==> src/rtl/setup_hold_monitor.sv <==
// Setup/hold timing monitor: synchronizes a data line and a target clock, measures
// the data-to-clock setup margin and flags setup and hold-window violations.
module setup_hold_monitor #(
   parameter int unsigned SETUP_CYC = 4,
   parameter int unsigned HOLD_CYC  = 2,
   parameter int unsigned CNT_W     = 8
) (
   input  logic             clk,
   input  logic             rst,
   input  logic             d_in,
   input  logic             tclk_in,
   input  logic             clr,
   output logic             setup_viol,
   output logic             hold_viol,
   output logic [CNT_W-1:0] setup_cnt,
   output logic [CNT_W-1:0] hold_cnt,
   output logic [CNT_W-1:0] last_margin,
   output logic             margin_valid
);

   localparam int unsigned KW = $clog2(HOLD_CYC + 2);
   localparam logic [CNT_W-1:0] MAX = '1;

   typedef enum logic {IDLE, HOLD_WIN} state_t;

   state_t           state_q;
   logic [KW-1:0]    k_q;
   logic             d_s1_q, d_s2_q, d_prev_q;
   logic             t_s1_q, t_s2_q, t_prev_q;
   logic [CNT_W-1:0] mcnt_q, mcnt_d;
   logic [CNT_W-1:0] setup_cnt_q, setup_cnt_d;
   logic [CNT_W-1:0] hold_cnt_q, hold_cnt_d;
   logic [CNT_W-1:0] last_margin_q, last_margin_d;
   logic             margin_valid_q, margin_valid_d;
   logic             setup_viol_q, hold_viol_q;

   logic             d_edge, t_rise, setup_det, hold_det;
   logic [CNT_W-1:0] margin;
   logic [KW-1:0]    k_cur;

   always_comb begin
      d_edge    = d_s2_q ^ d_prev_q;
      t_rise    = t_s2_q & ~t_prev_q;
      margin    = d_edge ? '0 : mcnt_q;
      setup_det = t_rise && (margin < CNT_W'(SETUP_CYC));
      // a data edge coincident with a target rise is a setup event only
      hold_det  = (state_q == HOLD_WIN) && !t_rise && d_edge;
      k_cur     = k_q + KW'(1);

      mcnt_d = mcnt_q;
      if (d_edge)
         mcnt_d = CNT_W'(1);
      else if (mcnt_q != MAX)
         mcnt_d = mcnt_q + CNT_W'(1);

      setup_cnt_d    = setup_cnt_q;
      hold_cnt_d     = hold_cnt_q;
      last_margin_d  = last_margin_q;
      margin_valid_d = margin_valid_q;
      if (clr) begin
         setup_cnt_d    = '0;
         hold_cnt_d     = '0;
         last_margin_d  = '0;
         margin_valid_d = 1'b0;
      end else begin
         if (setup_det && setup_cnt_q != MAX)
            setup_cnt_d = setup_cnt_q + CNT_W'(1);
         if (hold_det && hold_cnt_q != MAX)
            hold_cnt_d = hold_cnt_q + CNT_W'(1);
         if (t_rise) begin
            last_margin_d  = margin;
            margin_valid_d = 1'b1;
         end
      end
   end

   always_ff @(posedge clk or negedge rst) begin
      if (!rst) begin
         d_s1_q         <= 1'b0;
         d_s2_q         <= 1'b0;
         d_prev_q       <= 1'b0;
         t_s1_q         <= 1'b0;
         t_s2_q         <= 1'b0;
         t_prev_q       <= 1'b0;
         mcnt_q         <= MAX;
         setup_cnt_q    <= '0;
         hold_cnt_q     <= '0;
         last_margin_q  <= '0;
         margin_valid_q <= 1'b0;
      end else begin
         d_s1_q         <= d_in;
         d_s2_q         <= d_s1_q;
         d_prev_q       <= d_s2_q;
         t_s1_q         <= tclk_in;
         t_s2_q         <= t_s1_q;
         t_prev_q       <= t_s2_q;
         mcnt_q         <= mcnt_d;
         setup_cnt_q    <= setup_cnt_d;
         hold_cnt_q     <= hold_cnt_d;
         last_margin_q  <= last_margin_d;
         margin_valid_q <= margin_valid_d;
      end
   end

   // hold-window FSM with registered violation pulses; k_q is the offset of the previous cycle
   always_ff @(posedge clk or negedge rst) begin
      if (!rst) begin
         state_q      <= IDLE;
         k_q          <= '0;
         setup_viol_q <= 1'b0;
         hold_viol_q  <= 1'b0;
      end else begin
         setup_viol_q <= setup_det;
         hold_viol_q  <= hold_det;
         if (t_rise) begin
            state_q <= HOLD_WIN;
            k_q     <= '0;
         end else if (state_q == HOLD_WIN) begin
            if (d_edge || k_cur >= KW'(HOLD_CYC)) begin
               state_q <= IDLE;
               k_q     <= '0;
            end else begin
               k_q <= k_cur;
            end
         end
      end
   end

   assign setup_viol   = setup_viol_q;
   assign hold_viol    = hold_viol_q;
   assign setup_cnt    = setup_cnt_q;
   assign hold_cnt     = hold_cnt_q;
   assign last_margin  = last_margin_q;
   assign margin_valid = margin_valid_q;

endmodule

==> config.mk <==
export PLATFORM = sky130hd
export DESIGN_NAME = setup_hold_monitor
export DESIGN_NICKNAME = d
export VERILOG_FILES = /design/src/rtl/setup_hold_monitor.sv
export SDC_FILE = /design/constraint.sdc
export NUM_CORES = 1
export LEC_CHECK = 0
export CELL_PAD_IN_SITES_DETAIL_PLACEMENT = 1
export CELL_PAD_IN_SITES_GLOBAL_PLACEMENT = 2
export CORE_UTILIZATION = 36
export DETAILED_ROUTE_END_ITERATION = 16
export PLACE_DENSITY_LB_ADDON = 0.1
export REMOVE_ABC_BUFFERS = 1
export SETUP_SLACK_MARGIN = 0.05
export SLEW_MARGIN = 0
export SYNTH_ARGS = -nofsm -noshare
export SYNTH_HDL_FRONTEND = slang
export SYNTH_SLANG_ARGS = --single-unit
export TNS_END_PERCENT = 1
==> constraint.sdc <==
create_clock -name clk -period 3.6 [get_ports clk]
set_clock_uncertainty 0.15 [all_clocks]
set_input_delay 0.72 -clock clk [delete_from_list [all_inputs] [get_ports clk]]
set_output_delay 0.72 -clock clk [all_outputs]
set_load 0.005 [all_outputs]
# Word level (Yosys, flattened, before mapping)
# Index checks and enable logic that the tools add are counted.
[classes]
add_sub_neg = 4
magnitude_cmp = 2
eq_ne = 3
mux = 17
n_bitwise = 3
n_reduce_logical = 12
[ops]
columns = ["cell", "count"]
rows = [
  ["$mux 8", 9],
  ["$add 8x1->8 const B", 3],
  ["$ne 8x8->1 const B", 3],
  ["$reduce_bool 2->1", 5],
  ["$lt 8x3->1 const B", 1],
  ["$mux 2", 3],
  ["$logic_and 1x1->1", 5],
  ["$mux 1", 5],
  ["$add 2x1->2 const B", 1],
  ["$ge 2x2->1 const B", 1],
  ["$and 1x1->1", 1],
  ["$logic_not 1->1", 1],
  ["$logic_or 1x1->1", 1],
  ["$not 1->1", 1],
  ["$xor 1x1->1", 1],
]
[word_totals]
reg_bits = 44
in_bits = 5
word_cells = 56

# Depth between registers and ports, before layout
# Gate-level depths: netlist (run 1).
[logic_depth]
word_depth = 8
depth_mapped = 6
depth_no_buf = 5

# Worst setup path before layout (run 1)
# No wires, ideal clock.
[synth_path]
path_type = "register to register"
start = "register mcnt_q[0]"
end = "register mcnt_q[3]"
setup_ns = 0.089
arrival_time_ns = 1.714
setup_slack_ns = 1.646
stages_incl_launch_ff = 6
period_less_slack_ns = 1.954
path_cell_list = "dfstp_2 > ha_1 > nand3_1 > nor4_1 > or3_1 > a21oi_1"
[synth_between]
elab_chain_cells = 3
elab_cells_between_ends = 5
[synth_lines]
columns = ["item", "line", "text"]
rows = [
  ["from (decl)", "30", "logic [CNT_W-1:0] mcnt_q, mcnt_d;"],
  ["from (signal assigned)", "97", "mcnt_q <= mcnt_d;"],
  ["$add 8x1->8", "54", "mcnt_d = mcnt_q + CNT_W'(1);"],
  ["$mux 8", "53", "else if (mcnt_q != MAX)"],
  ["$mux 8", "51", "if (d_edge)"],
]
# Parallel ways exist; a longest one is shown, timed or not. The select of a mux whose other input is x is not followed.
# A chain may end at the register's enable or synchronous reset.

# Final worst setup path (run 1)
# Ends and elaborated chain as after synthesis.

==> results of run 1 <==
==> critical path: cells and delay by family, from the launching register on <==
kind                       cells  cell delay (ps)
AOI/OAI and AO/OA              1               60
and+or+nand+nor                3             1160
adders and majority gates      1              250
DFF                            1              580
==> synthesized netlist by cell type, types with 5 or more instances <==
master,count,share of area [%]
sky130_fd_sc_hd__nor2_1,9,1.6
sky130_fd_sc_hd__or4_1,8,2.9
sky130_fd_sc_hd__nor3_1,5,1.2
sky130_fd_sc_hd__nand2b_1,6,1.8
sky130_fd_sc_hd__clkbuf_1,6,1.1
sky130_fd_sc_hd__nand2_1,21,3.8
sky130_fd_sc_hd__dfstp_2,8,10
sky130_fd_sc_hd__dfrtp_1,36,44
sky130_fd_sc_hd__o21ai_0,5,1.2
sky130_fd_sc_hd__nand3_1,17,4.1
sky130_fd_sc_hd__o31ai_1,6,2.2
sky130_fd_sc_hd__a21oi_1,21,5.1
==> per-layer routing <==
metal / global-route usage [%] / up-vias / share of wire, %
met5: 0 / - / 0
met2: 31.3 / 30 / 50
met4: 5.66 / 0 / 1.1
met1: 23.9 / 851 / 46
met3: 4.35 / 6 / 2.9
li1: - / 803 / -
==> power breakdown <==
| group | internal, mW | switching (mW) | leakage, nW |
|---|---|---|---|
| logic | 0.0460 | 0.0610 | 0.349 |
| registers | 0.523 | 0.0281 | 0.565 |
| clock network | 0.206 | 0.173 | 0.0552 |
==> kinds of logic (layout without fill, tap and decap cells) <==
group           count (synthesis)  after routing  share of synthesized area, %
buf+inv                        10             45                          2.19
mux                             5              5                          2.55
compound gates                 44             44                          13.2
flops                          44             44                          53.9
simple gates                   90             90                          24.2
xor+xnor                        3              3                          2.19
fa+ha+maj                       3              3                          1.82
==> worst min-delay path by stage <==
stage	endpoint	slack [ps]	cells past startpoint
floorplan	d_s2_q	180	0
global placement	d_s2_q	180	0
detailed placement	d_s2_q	190	0
CTS	d_s2_q	210	0
global route	d_s2_q	210	0
finish	d_s2_q	210	0
==> state kept, by name, summed over array words and instances (netlist names), 2 cells and up <==
name,cells
hold_cnt,8
last_margin,8
mcnt_q,8
setup_cnt,8
k_q,2
==> cell usage in the layout, fill, tap and decap left out, drive strengths merged, types with 4 or more instances in the layout <==
cell type,count
nand2b,6
clkdlybuf4s50,30
nand2,21
o21ai,6
clkbuf,6
dfstp,8
nor3,5
nor2,9
o41ai,4
nand3,17
or4,8
nand4,4
nor2b,4
buf,4
o31ai,6
or3,4
dfrtp,36
a21oi,21
==> per-stage QoR <==
step	worst slack (ps)	hold WS (ps)	instances	power [mW]	area [um^2]
2_1_floorplan	1490	181	192	0.606	2030
3_3_place_gp	1260	183	298	0.660	2440
3_5_place_dp	1150	189	298	0.670	2440
4_1_cts	1280	209	306	1.05	2550
5_1_grt	1050	209	306	1.08	2550
6_report	1320	208	306	1.04	2550
==> layout make-up <==
type / count / area (um^2)
Sequential cell: 44 / 1110
Fill cell: 609 / 2950
Multi-Input combinational cell: 145 / 905
Clock inverter: 2 / 35.0
Clock buffer: 6 / 72.6
Inverter: 3 / 11.3
Timing Repair Buffer: 34 / 328
Tap cell: 72 / 90.1
==> run summary, run 1 <==
status: finished clean
Pre-antenna DRT Iters: 4
worst r2r src: mcnt_q[0]
die area: 6030 um^2
Starting Density: 37.4%
final worst-path cycle share: 63.4%
Static Leakage: 0.969 nW
fin. max-slew vios: 0
distinct cell type count of the synthesized netlist: 39
row count: 27
min-delay worst type: reg2reg
share of flip-flops with an asynchronous set or reset: 100%
reg-to-reg critical path endpoint: mcnt_q[3]
largest fanout of any net on the critical path: 7
via density per instance: 5.52
Die Ht: 77.7 um
half-perimeter wire length after detailed placement: 3520 um
critical path capture point type: flop
CTS clk-pin slew, worst paths: 90 ps
global-route wire length before repair: 8790 um
number of nets at the end of the flow: 241
post-route setup TNS: 0 ps
number of antenna violations at the first check in global routing: 0
Worst EP arrival: 2350 ps
ANT cells: 0
RSZ-0062 raised after global routing: no
length in cells of the worst reg-to-reg path: 5
Setup-failing EPs final: 0
number of buffers created by CTS: 5
Iteration-0 DRC Markers: 54
wire length per cell after detailed routing: 16.4 um
I/O pin cnt: 32
DIE WIDTH: 77.7 um
area added between synthesis and finish: 23.9%
Seq cells post-synth: 44
TritonCTS clock tree: done
termination of the worst setup path: mcnt_q[3]
standard cell with the maximum stage delay on the critical path: sky130_fd_sc_hd__nor4_1
highest attainable clock frequency: 438 MHz
final critical path time including I/O delays and setup: 2280 ps
Core Util, Final: 46.4%
launch instance of the worst min-delay path: d_s1_q
final weighted congestion in routability-driven placement: 0.751
number of hold violations in the final report: 0
sequential share of the synthesized area: 53.9%
Warnings, synthesis: 0
largest net degree at the start of global routing: 45
later-pin clock latency in the skew report: 300 ps
Setup crit start: mcnt_q[0]
Post-Syn Area: 2060 um^2
total wire length after detailed routing: 5020 um
share of post-route cells with drive strength above 1: 10.7%
worst-margin pin slew: 1000 ps
classification of the worst setup path: reg2reg
Total Routing Usage GR: 18.7%
Worst IR Drop VDD: 237 uV
H-Tree Depth: 2
cell area power density: 406 nW/um^2
core region area: 5510 um^2
input/output buffers: 31
DRC errors left: 0
max_slew headroom: 33.2%
EDFF count, synth: 0
Syn Area/Cell: 10.4 um^2
CTS hold repair buffers: 0
number of nets still failing antenna checks after routing: 0
register-to-register setup slack: 1320 ps
overall overflow remaining after global route: 0
cell chain of the critical path: ha_1 -> nand3_1 -> nor4_1 -> or3_1 -> a21oi_1
vias after detailed routing: 1690
number of global-route vias before repair: 1762
Post-CTS Repair Setup Buffers: 0
number of sinks handled by clock tree synthesis: 44
number of instances in the synthesized netlist: 199
critical path data required time: 3670 ps
total of cells resized after clock tree synthesis: 0
crit path launch type: flop
buffer depth of the longest clock path: 2
delay contributed by the slowest stage of the critical path: 820 ps
commonest register cell after synthesis: sky130_fd_sc_hd__dfrtp_1
buffer type at the clock tree root: sky130_fd_sc_hd__clkbuf_8
Max Cap Violations: 0
(Power assumes the default switching activity.)
==> run 2: changes to the inputs <==
CORE_UTILIZATION = 30   (was 36)
clock period = 1.95 ns   (was 3.6 ns; I/O delays follow)
==> run 2 against run 1 <==
Flip-flop and latch count unchanged; critical endpoint is now setup_cnt[6]; sequential share of layout area is 3.5 points lower; largest cell class unchanged; combinational power grew 130%; utilization down 3.5 points; the run now ends with DRC left; clock power up 99%; worst setup slack worse by 1200 ps; non-clock buffer count increased by 18; critical path depth down 1; global-route usage shrank 2.3 points.
==> run summary, run 2 (synthesized netlist as in run 1, its figures left out) <==
Worst IR Drop VDD: 347 uV
area added between synthesis and finish: 34.9%
final critical path time including I/O delays and setup: 1870 ps
delay contributed by the slowest stage of the critical path: 540 ps
depth of the worst hold-timing path: 0
part of the total power dissipated in combinational logic: 12.3%
core region area: 6490 um^2
Worst path depth: 4
Worst EP arrival: 1940 ps
RSZ-0062 raised after global routing: yes
Iteration-0 DRC Markers: 50
sequential cell fraction of total power: 50.1%
status: finished with violations
DRC errors left: 1
cell chain of the critical path: nor4b_2 -> a22oi_2 -> or4_1 -> a21oi_1
fin. max-slew vios: 0
number of buffers created by CTS: 5
worst-margin pin slew: 459 ps
I/O pin cnt: 32
global-route wire length before repair: 9380 um
leading cell types in the layout, fill and taps excluded: sky130_fd_sc_hd__dfrtp_1 (34), sky130_fd_sc_hd__clkdlybuf4s50_1 (29), sky130_fd_sc_hd__nand2_1 (21), sky130_fd_sc_hd__a21oi_1 (20), sky130_fd_sc_hd__buf_4 (18)
overall overflow remaining after global route: 0
number of buffer and inverter stages on the critical path: 0
H-Tree Depth: 2
most common cell after layout, fill and taps aside: sky130_fd_sc_hd__dfrtp_1
switching fraction of total power: 25.4%
share of post-route cells with drive strength above 1: 22.2%
area of placed instances: 2580 um^2
CTS clk-pin slew, worst paths: 90 ps
TritonCTS clock tree: done
number of antenna violations at the first check in global routing: 0
Pre-antenna DRT Iters: 10
die area: 7200 um^2
standard cell with the maximum stage delay on the critical path: sky130_fd_sc_hd__or4_1
Static Leakage: 1.09 nW
input/output buffers: 31
largest net degree at the start of global routing: 28
critical path data required time: 2020 ps
number of global-route vias before repair: 1896
Setup-failing EPs final: 0
critical path capture point type: flop
relative contribution of the clock network to total power: 37.6%
buffer depth of the longest clock path: 2
buffer type at the clock tree root: sky130_fd_sc_hd__clkbuf_8
violated checks: DRC
Starting Density: 31.7%
number of sinks handled by clock tree synthesis: 44
Total Routing Usage GR: 16.4%
cell area after layout: 2780 um^2
number of nets at the end of the flow: 259
via density per instance: 5.36
DIE WIDTH: 84.9 um
max_slew headroom: 69.4%
post-route setup TNS: 0 ps
Max Cap Violations: 0
crit path launch type: flop
dominant delay contributor by cell family on the critical path: simple AND/OR/NAND/NOR gates
length in cells of the worst reg-to-reg path: 4
final weighted congestion in routability-driven placement: 0.768
row count: 29
number of nets still failing antenna checks after routing: 0
largest fanout of any net on the critical path: 8
final worst-path cycle share: 95.7%
vias after detailed routing: 1762
ANT cells: 0
Die Ht: 84.9 um
cell area power density: 723 nW/um^2
wire length per cell after detailed routing: 16.7 um
Switching Power: 511 uW
classification of the worst setup path: reg2reg
later-pin clock latency in the skew report: 300 ps
number of hold violations in the final report: 0
internal power: 1.50 mW
total wire length after detailed routing: 5490 um
half-perimeter wire length after detailed placement: 4000 um
min-delay worst type: reg2reg
highest attainable clock frequency: 536 MHz
run 2: worst paths after layout:
kind | start | end | slack (ps)
max in group asynchronous | rst | mcnt_q[5] | 650
min in group asynchronous | rst | last_margin[7] | 420
worst max register to register | t_prev_q | setup_cnt[6] | 80
worst max-delay path | t_prev_q | setup_cnt[6] | 80
worst min-delay path | t_s1_q | t_s2_q | 220
worst min register to register | t_s1_q | t_s2_q | 220
run 2: area by class of cell:
cell class,instances,area [um^2]
Multi-Input combinational cell,145,953
Clock buffer,6,82.6
Fill cell,731,3710
Timing Repair Buffer,52,484
Tap cell,77,96.3
Sequential cell,44,1110
Clock inverter,2,38.8
Inverter,3,11.3
run 2: layer usage:
| layer | global-route usage [%] | vias up | share of wire, % |
|---|---|---|---|
| li1 | - | 836 | - |
| met4 | 3.85 | 0 | 1.2 |
| met5 | 0 | - | 0 |
| met2 | 29.6 | 33 | 50 |
| met1 | 20.1 | 886 | 45 |
| met3 | 3.40 | 7 | 3.1 |
run 2: what timing repair did:
| item | CTS | global route |
|---|---|---|
| resized for setup | 4 | 11 |
| buffers inserted | 0 | 1 |
| hold buffers | 1 | 0 |
| setup endpoints to repair | 10 | 17 |
| endpoints found under the hold margin | 16 | 0 |
| pin swaps | 0 | 7 |
run 2: through the flow:
stage / worst slack [ps] / hold slack [ps] / std cells / total power [mW] / util [%]
2_1_floorplan: -156 / -55.6 / 192 / 1.12 / -
3_3_place_gp: 78.6 / 185 / 319 / 1.25 / 39.8
3_5_place_dp: -8.87 / 197 / 319 / 1.27 / 39.8
4_1_cts: 35.5 / 218 / 328 / 2.04 / 42.1
5_1_grt: -27.2 / 224 / 329 / 2.11 / 42.8
6_report: 84.0 / 216 / 329 / 2.01 / 42.8
run 2: power by group through the flow:
stage | Sequential (mW) | Combinational (mW) | Clock [mW]
global placement | 1.02 | 0.234 | 0
CTS | 1.01 | 0.249 | 0.782
floorplan | 1.02 | 0.0977 | 0
finish | 1.01 | 0.248 | 0.757
detailed placement | 1.02 | 0.244 | 0
global route | 1.01 | 0.278 | 0.817
==> run 3: changes to the inputs <==
CORE_UTILIZATION = 26   (was 30)
==> run 3 against run 2 <==
The run now ends clean; non-clock buffer count rose by 3; sequential share of layout area is 1.4 points lower; global-route usage fell by 1.9 points; combinational power is 7% higher; count of clock-buffer cells in the layout unchanged; die area grew 15%; final cell count increased by 8.8%; sequential power barely moved.
==> run summary, run 3 (synthesized netlist as in run 1, its figures left out) <==
status: finished clean
CTS clk-pin slew, worst paths: 90 ps
Worst EP arrival: 1330 ps
setup slack after placement: -67.6 ps
overall overflow remaining after global route: 0
number of buffers created by CTS: 5
via density per instance: 4.99
cell chain of the critical path: clkdlybuf4s50_1
cell area power density: 700 nW/um^2
vias after detailed routing: 1788
highest attainable clock frequency: 533 MHz
switching fraction of total power: 25.0%
row count: 32
total wire length after detailed routing: 5710 um
dominant delay contributor by cell family on the critical path: buffers and inverters
Die Ht: 91.0 um
ANT cells: 0
final critical path time including I/O delays and setup: 1870 ps
number of global-route vias before repair: 1932
most common cell after layout, fill and taps aside: sky130_fd_sc_hd__dfrtp_1
H-Tree Depth: 2
Total Routing Usage GR: 14.5%
critical path capture point type: output pin
I/O pin cnt: 32
core region area: 7690 um^2
fin. max-slew vios: 0
Max Cap Violations: 0
Worst IR Drop VDD: 207 uV
wire length per cell after detailed routing: 15.9 um
Iteration-0 DRC Markers: 67
relative contribution of the clock network to total power: 36.6%
buffer type at the clock tree root: sky130_fd_sc_hd__clkbuf_8
number of sinks handled by clock tree synthesis: 44
standard cell with the maximum stage delay on the critical path: sky130_fd_sc_hd__clkdlybuf4s50_1
Pre-antenna DRT Iters: 5
die area: 8290 um^2
number of antenna violations at the first check in global routing: 0
worst-margin pin slew: 393 ps
largest fanout of any net on the critical path: 6
Switching Power: 503 uW
Starting Density: 26.8%
min-delay worst type: reg2reg
largest net degree at the start of global routing: 30
setup slack of the critical path after layout: 75.5 ps
sequential cell fraction of total power: 50.2%
share of post-route cells with drive strength above 1: 23.4%
number of buffer and inverter stages on the critical path: 1
Setup-failing EPs final: 0
internal power: 1.51 mW
part of the total power dissipated in combinational logic: 13.2%
critical path data required time: 1410 ps
leading cell types in the layout, fill and taps excluded: sky130_fd_sc_hd__dfrtp_1 (34), sky130_fd_sc_hd__clkdlybuf4s50_1 (30), sky130_fd_sc_hd__nand2_1 (21), sky130_fd_sc_hd__buf_4 (20), sky130_fd_sc_hd__a21oi_1 (18)
delay contributed by the slowest stage of the critical path: 550 ps
max_slew headroom: 73.4%
Filler cells: 878
TritonCTS clock tree: done
half-perimeter wire length after detailed placement: 4040 um
DIE WIDTH: 91.0 um
number of hold violations in the final report: 0
DRC errors left: 0
buffer depth of the longest clock path: 2
classification of the worst setup path: reg2out
number of nets at the end of the flow: 263
area added between synthesis and finish: 39.7%
global-route wire length before repair: 9580 um
final worst-path cycle share: 96.1%
final weighted congestion in routability-driven placement: 0.797
Static Leakage: 1.11 nW
crit path launch type: flop
RSZ-0062 raised after global routing: yes
later-pin clock latency in the skew report: 290 ps
number of nets still failing antenna checks after routing: 0
Core Util, Final: 37.5%
input/output buffers: 31
## run 3: power by group through the flow
stage               combinational (mW)  sequential (mW)  clock [mW]
floorplan                       0.0977             1.02           0
global placement                 0.246             1.02           0
detailed placement               0.255             1.03           0
CTS                              0.259             1.01       0.770
global route                     0.293             1.02       0.809
finish                           0.266             1.01       0.737
## run 3: final timing paths
path	cells after the start	start	slack, ps	endpoint
worst min register to register	0	d_s1_q	210	d_s2_q
worst min-delay path	0	d_s1_q	210	d_s2_q
worst max-delay path	1	hold_cnt[3]	80	hold_cnt[3]
worst max register to register	5	d_s2_q	90	hold_cnt[5]
max in group asynchronous	3	rst	740	mcnt_q[7]
min in group asynchronous	2	rst	390	hold_cnt[7]
## run 3: final cells by class
class	count	area [um^2]	share of cell area, %
Sequential cell	44	1110	38.7
Multi-Input combinational cell	146	988	34.3
Timing Repair Buffer	55	517	17.9
Tap cell	102	128	4.43
Clock buffer	6	82.6	2.87
Clock inverter	2	38.8	1.35
Inverter	3	11.3	0.391
## run 3: routing by layer
layer  wire [um]  track usage, %
met1        2570            17.8
met2        2950            25.6
met3         152            2.68
met4          34            4.37
met5           0               0
## run 3: through the flow
stage                     total power [mW]  hold WS, ps  area, um^2  std cells  TNS [ps]
final                                 2.01          213        2880        358         0
after global placement                1.27          169        2640        345         0
after floorplan                       1.12        -55.6        2030        192      -552
after CTS                             2.04          220        2790        354         0
after detailed placement              1.28          176        2640        345     -92.5
after global routing                  2.12          236        2880        358     -2.98
## run 3: what timing repair did
item / CTS / global route
gates resized for setup: 3 / 13
endpoints found under the hold margin: 9 / 0
endpoints found under the setup margin: 7 / 18
hold buffers: 1 / 0
setup buffers: 0 / 4
pin swaps: 0 / 2
cloned: 0 / 1
